===== src/rtl/state_dump_unit.sv =====
// Debug readout block: counts run cycles, stalls and flushes, and on request
// streams a fixed frame {cycle, stall, flush, PC, x0..xN, mem words} over a
// valid/ready word interface to the host-side state collector.
module state_dump_unit #(
  parameter int NUM_REGS      = 32,
  parameter int NUM_MEM_WORDS = 8,
  parameter int CNT_W         = 32
) (
  input  logic        clk_i,
  input  logic        rst_i,
  input  logic        start_i,
  input  logic        stall_i,
  input  logic        flush_i,
  input  logic [31:0] pc_i,
  input  logic        dump_req_i,
  output logic [4:0]  reg_addr_o,
  input  logic [31:0] reg_data_i,
  output logic [31:0] mem_addr_o,
  input  logic [31:0] mem_data_i,
  output logic [31:0] dout_o,
  output logic        dout_valid_o,
  input  logic        dout_ready_i,
  output logic        dout_last_o,
  output logic        busy_o
);
  localparam int          FRAME_LEN = 4 + NUM_REGS + NUM_MEM_WORDS;
  localparam int          IDX_W     = $clog2(FRAME_LEN);
  localparam logic [31:0] REG_BASE  = 32'd4;
  localparam logic [31:0] MEM_BASE  = 32'(4 + NUM_REGS);
  localparam logic [31:0] LAST_IDX  = 32'(FRAME_LEN - 1);

  typedef enum logic [1:0] {S_IDLE, S_LOAD, S_SEND} state_e;

  typedef struct packed {
    logic [CNT_W-1:0] cyc;
    logic [CNT_W-1:0] stall;
    logic [CNT_W-1:0] flush;
    logic [31:0]      pc;
  } snap_t;

  state_e           state_q, state_d;
  logic [IDX_W-1:0] idx_q, idx_d;
  logic [CNT_W-1:0] cyc_cnt_q, cyc_cnt_d;
  logic [CNT_W-1:0] stall_cnt_q, stall_cnt_d;
  logic [CNT_W-1:0] flush_cnt_q, flush_cnt_d;
  snap_t            snap_q, snap_d;
  logic [31:0]      dout_q, dout_d;
  logic             valid_q, valid_d;
  logic             last_q, last_d;
  logic [31:0]      idx_w;
  logic [31:0]      word;

  assign idx_w        = 32'(idx_q);
  assign dout_o       = dout_q;
  assign dout_valid_o = valid_q;
  assign dout_last_o  = last_q;
  assign busy_o       = (state_q != S_IDLE);

  // Free-running event counters; they keep counting while a frame is out.
  always_comb begin
    cyc_cnt_d   = cyc_cnt_q;
    stall_cnt_d = stall_cnt_q;
    flush_cnt_d = flush_cnt_q;
    if (start_i) begin
      cyc_cnt_d   = cyc_cnt_q + CNT_W'(1);
      stall_cnt_d = stall_cnt_q + CNT_W'(stall_i);
      flush_cnt_d = flush_cnt_q + CNT_W'(flush_i);
    end
  end

  // Read addresses follow idx directly so the arrays answer in the LOAD cycle.
  always_comb begin
    reg_addr_o = '0;
    mem_addr_o = '0;
    if (idx_w >= REG_BASE && idx_w < MEM_BASE) reg_addr_o = 5'(idx_w - REG_BASE);
    if (idx_w >= MEM_BASE && idx_w <= LAST_IDX) mem_addr_o = (idx_w - MEM_BASE) << 2;
  end

  // Frame word selected by idx: snapshot header, then live register/memory reads.
  always_comb begin
    word = (idx_w < MEM_BASE) ? reg_data_i : mem_data_i;
    if (idx_w == 32'd0)      word = 32'(snap_q.cyc);
    else if (idx_w == 32'd1) word = 32'(snap_q.stall);
    else if (idx_w == 32'd2) word = 32'(snap_q.flush);
    else if (idx_w == 32'd3) word = snap_q.pc;
  end

  // Frame FSM: IDLE accepts a request, LOAD registers a word, SEND waits for ready.
  always_comb begin
    state_d = state_q;
    idx_d   = idx_q;
    snap_d  = snap_q;
    dout_d  = dout_q;
    valid_d = valid_q;
    last_d  = last_q;
    unique case (state_q)
      S_IDLE: begin
        if (dump_req_i) begin
          // Pre-increment values: what the counters held in the accept cycle.
          snap_d  = '{cyc: cyc_cnt_q, stall: stall_cnt_q, flush: flush_cnt_q, pc: pc_i};
          idx_d   = '0;
          state_d = S_LOAD;
        end
      end
      S_LOAD: begin
        dout_d  = word;
        last_d  = (idx_w == LAST_IDX);
        valid_d = 1'b1;
        state_d = S_SEND;
      end
      S_SEND: begin
        if (dout_ready_i) begin
          valid_d = 1'b0;
          last_d  = 1'b0;
          if (last_q) begin
            idx_d   = '0;
            state_d = S_IDLE;
          end else begin
            idx_d   = idx_q + IDX_W'(1);
            state_d = S_LOAD;
          end
        end
      end
      default: state_d = S_IDLE;
    endcase
  end

  // State and counter registers; reset aborts any frame in flight.
  always_ff @(posedge clk_i) begin
    if (!rst_i) begin
      state_q     <= S_IDLE;
      idx_q       <= '0;
      cyc_cnt_q   <= '0;
      stall_cnt_q <= '0;
      flush_cnt_q <= '0;
      snap_q      <= '0;
      dout_q      <= '0;
      valid_q     <= 1'b0;
      last_q      <= 1'b0;
    end else begin
      state_q     <= state_d;
      idx_q       <= idx_d;
      cyc_cnt_q   <= cyc_cnt_d;
      stall_cnt_q <= stall_cnt_d;
      flush_cnt_q <= flush_cnt_d;
      snap_q      <= snap_d;
      dout_q      <= dout_d;
      valid_q     <= valid_d;
      last_q      <= last_d;
    end
  end

endmodule


===== config.mk =====
export PLATFORM = sky130hd
export DESIGN_NAME = state_dump_unit
export DESIGN_NICKNAME = d
export VERILOG_FILES = /design/src/rtl/state_dump_unit.sv
export SDC_FILE = /design/constraint.sdc
export NUM_CORES = 1
export LEC_CHECK = 0
export CAP_MARGIN = 20
export CELL_PAD_IN_SITES_DETAIL_PLACEMENT = 1
export CELL_PAD_IN_SITES_GLOBAL_PLACEMENT = 1
export CORE_UTILIZATION = 40
export DETAILED_ROUTE_END_ITERATION = 10
export PLACE_DENSITY = 0.8
export SLEW_MARGIN = 30
export SYNTH_ARGS = -nofsm -noshare
export SYNTH_HDL_FRONTEND = slang
export SYNTH_SLANG_ARGS = --single-unit

===== constraint.sdc =====
create_clock -name clk_i -period 2.8 [get_ports clk_i]
set_input_delay 0.28 -clock clk_i [delete_from_list [all_inputs] [get_ports clk_i]]
set_output_delay 0.28 -clock clk_i [all_outputs]
set_load 0.02 [all_outputs]

==> results.py <==
metrics = {
    "outcome": {
        "status": "finished, final reports clean",
    },
    "worst_setup_path": {
        "crit_type": "flop to output port",
        "cp.arrival_ps": 2400,
        "worstSetupEndpointType": "output port",
        "required_ps": 2520,
        "start_kind": "flop",
        "crit_fanout": 7,
    },
    "synth": {
        "synthFlopType": "dfxtp_1",
        "ys_types": 51,
        "ys_top_cells_by_area": "dfxtp_1 (44%), nand2_1 (10%), a21oi_1 (7.1%)",
        "synth_seq_cells": 266,
        "avgSynthCellArea_um2": 7.94,
        "synth_top_cells_by_count": "nand2_1 (341), dfxtp_1 (266), a21oi_1 (173), nor2_1 (112), clkbuf_1 (91)",
        "yosysTopAreaCellShare_pct": 43.7,
        "synthCells": 1535,
        "seq_area_frac_synth_pct": 43.7,
        "synthesis.area_um2": 12200,
        "async_reset_ff_share_pct": 0,
        "synth.largest_area_cell": "dfxtp_1",
        "synth_most_common_cell": "nand2_1",
        "synth_warnings": 0,
        "synth_edf_count": 0,
    },
    "timing": {
        "finalCritPeriodShare_pct": 95.7,
        "slew_headroom_pct": 49.3,
        "setup_violations": 0,
        "rsz0062_at_grt": "false",
        "final.setup.tns_ps": 0,
        "fin_worst_skew_ps": 17.7,
        "worst_pin_slew_ps": 757,
        "min_period_ps": 2680,
        "final_hold_viol_count": 0,
        "slew_violations": 0,
        "fmax_ghz": 0.373,
    },
    "detailed_routing": {
        "via_count": 11600,
        "viasPerCell": 5.63,
        "wl_um": 42400,
        "drcViolationCount": 0,
        "drt_iter0_drc": 682,
        "wl_per_cell_um": 20.5,
        "antenna_left": 0,
        "first_pass_iters": 5,
    },
    "global_route": {
        "overflow": 0,
        "grt_pass1_vias": 11800,
        "grt_max_degree": 122,
        "grt.total_usage_pct": 26.8,
        "antenna_found_initial": 1,
        "grt_pass1_wl_um": 65300,
    },
    "pwr": {
        "max-vdd-ir-drop_uv": 432,
        "pwr_density_cell_nw_per_um2": 627,
        "power.leakage_nw": 5.23,
    },
    "final_layout": {
        "fillers": 3520,
        "syn_to_final_growth_pct": 25.8,
        "drive_gt1_share_pct": 10.2,
        "final_nets": 1765,
        "instances_no_fill": 2063,
        "antennaDiodeCount": 0,
    },
    "worst_hold_path": {
        "hold_path_class": "input pin to flop",
    },
    "place": {
        "post-dp-hpwl_um": 29600,
        "io_buffer_count": 172,
        "gp_congestion": 0.887,
        "place_inst": 2004,
    },
    "cts": {
        "cts_max_level": 1,
        "cts.clk_slew.worst_paths_ps": 60,
        "tritoncts": "done",
        "numCtsBuffers": 31,
        "clkSinkCount": 266,
        "cts-root-buf": "clkbuf_16",
        "insertion_delay_ps": 560,
        "clk_path_buf_depth": 3,
        "ctsHoldBuffers": 0,
    },
    "job": {
        "cap_violations": 0,
    },
    "die": {
        "io_pins": 175,
        "core_area_um2": 29800,
        "dieArea_um2": 31200,
        "die-height_um": 177,
        "die_w_um": 177,
        "row_count": 63,
        "initial_core_util_pct": 40.9,
    },
}
path summary, 6_finish.rpt:
check / startpoint / endpoint / slack [ps] / cells after the start
max: idx_q[3] / mem_addr_o[5] / 120 / 7
min: pc_i[3] / snap_q[3] / 270 / 3
max reg2reg: idx_q[0] / dout_o[10] / 430 / 7
min reg2reg: snap_q[87] / snap_q[87] / 460 / 2
per-stage QoR:
stage	utilization [%]	hold WS (ps)	total power, mW	setup slack, ps	cell area [um2]
floorplan	-	416	4.56	273	12200
global placement	47.5	443	5.08	244	14200
detailed placement	47.5	450	5.10	236	14200
CTS	51.6	248	9.67	33.9	15400
global route	51.5	266	9.93	0.134	15300
finish	51.5	271	9.62	121	15300
flip-flops by register name, summed over array words and instances (netlist names):
| register | flops |
|---|---|
| stall_cnt_q | 32 |
| cyc_cnt_q | 32 |
| flush_cnt_q | 32 |
| dout_o | 32 |
| dout_last_o | 1 |
| snap_q | 128 |
| state_q | 2 |
| dout_valid_o | 1 |
| idx_q | 6 |
logic make-up (layout without fill, tap and decap cells):
logic type	Yosys count	in the layout	share of synthesized area, %
AND/OR/NAND/NOR	686	686	25.8
AO/OA/AOI/OAI	303	303	14.1
flip-flops	266	266	43.7
buffers and inverters	146	283	5.75
XOR/XNOR	81	81	5.82
multiplexers	38	38	3.40
adder cells (fa/ha/maj)	14	14	1.44
other	1	2	0.0308
critical path: stages (launching register included):
cell and delay, ps:
dfxtp_1 380, inv_1 140, ha_1 160, a21oi_1 80, a221o_2 440, buf_4 160, nor2_2 130, dlygate4sd2_1 350
routing by layer:
layer / GRT usage [%] / wire (um)
met2: 47.2 / 20700
met3: 3.85 / 2420
met1: 33.1 / 17900
met5: 0 / 0
met4: 9.55 / 1390
repair_timing:
item / in CTS / in global routing
resized for setup: 88 / 9
setup endpoints to repair: 33 / 27
pin swaps: 0 / 1
setup buffers: 0 / 1
gates cloned: 0 / 0
area by class of cell:
| class | count | area (um2) | area share (%) |
|---|---|---|---|
| sequential | 266 | 5330 | 34.7 |
| clock inverter | 18 | 305 | 1.99 |
| timing repair buffer | 206 | 2050 | 13.4 |
| multi-input combinational | 1124 | 6220 | 40.6 |
| clock buffer | 40 | 870 | 5.67 |
| inverter | 19 | 76.3 | 0.498 |
| tap | 390 | 488 | 3.18 |
layout by cell type (no fill, tap or decap), drive strengths merged, types with 19 or more instances in the layout:
cell / synthesis / final
a221oi: 27 / 27
xor2: 37 / 37
o21ai: 51 / 51
dfxtp: 266 / 266
xnor2: 44 / 44
clkdlybuf4s15: 0 / 19
nand4: 36 / 36
mux2: 27 / 27
nor2: 112 / 112
nand2: 341 / 341
buf: 34 / 40
nor3: 74 / 74
clkbuf: 93 / 40
inv: 19 / 20
nand3: 26 / 26
clkdlybuf4s50: 0 / 137
a31oi: 28 / 28
a21oi: 173 / 173
nand3b: 27 / 27
power breakdown:
group / switching (mW) / internal, mW / total [mW]
sequential: 0.0833 / 3.87 / 3.95
combinational: 0.665 / 0.421 / 1.09
clock: 1.66 / 2.92 / 4.58
No activity file was read; power rests on OpenSTA's default activity.
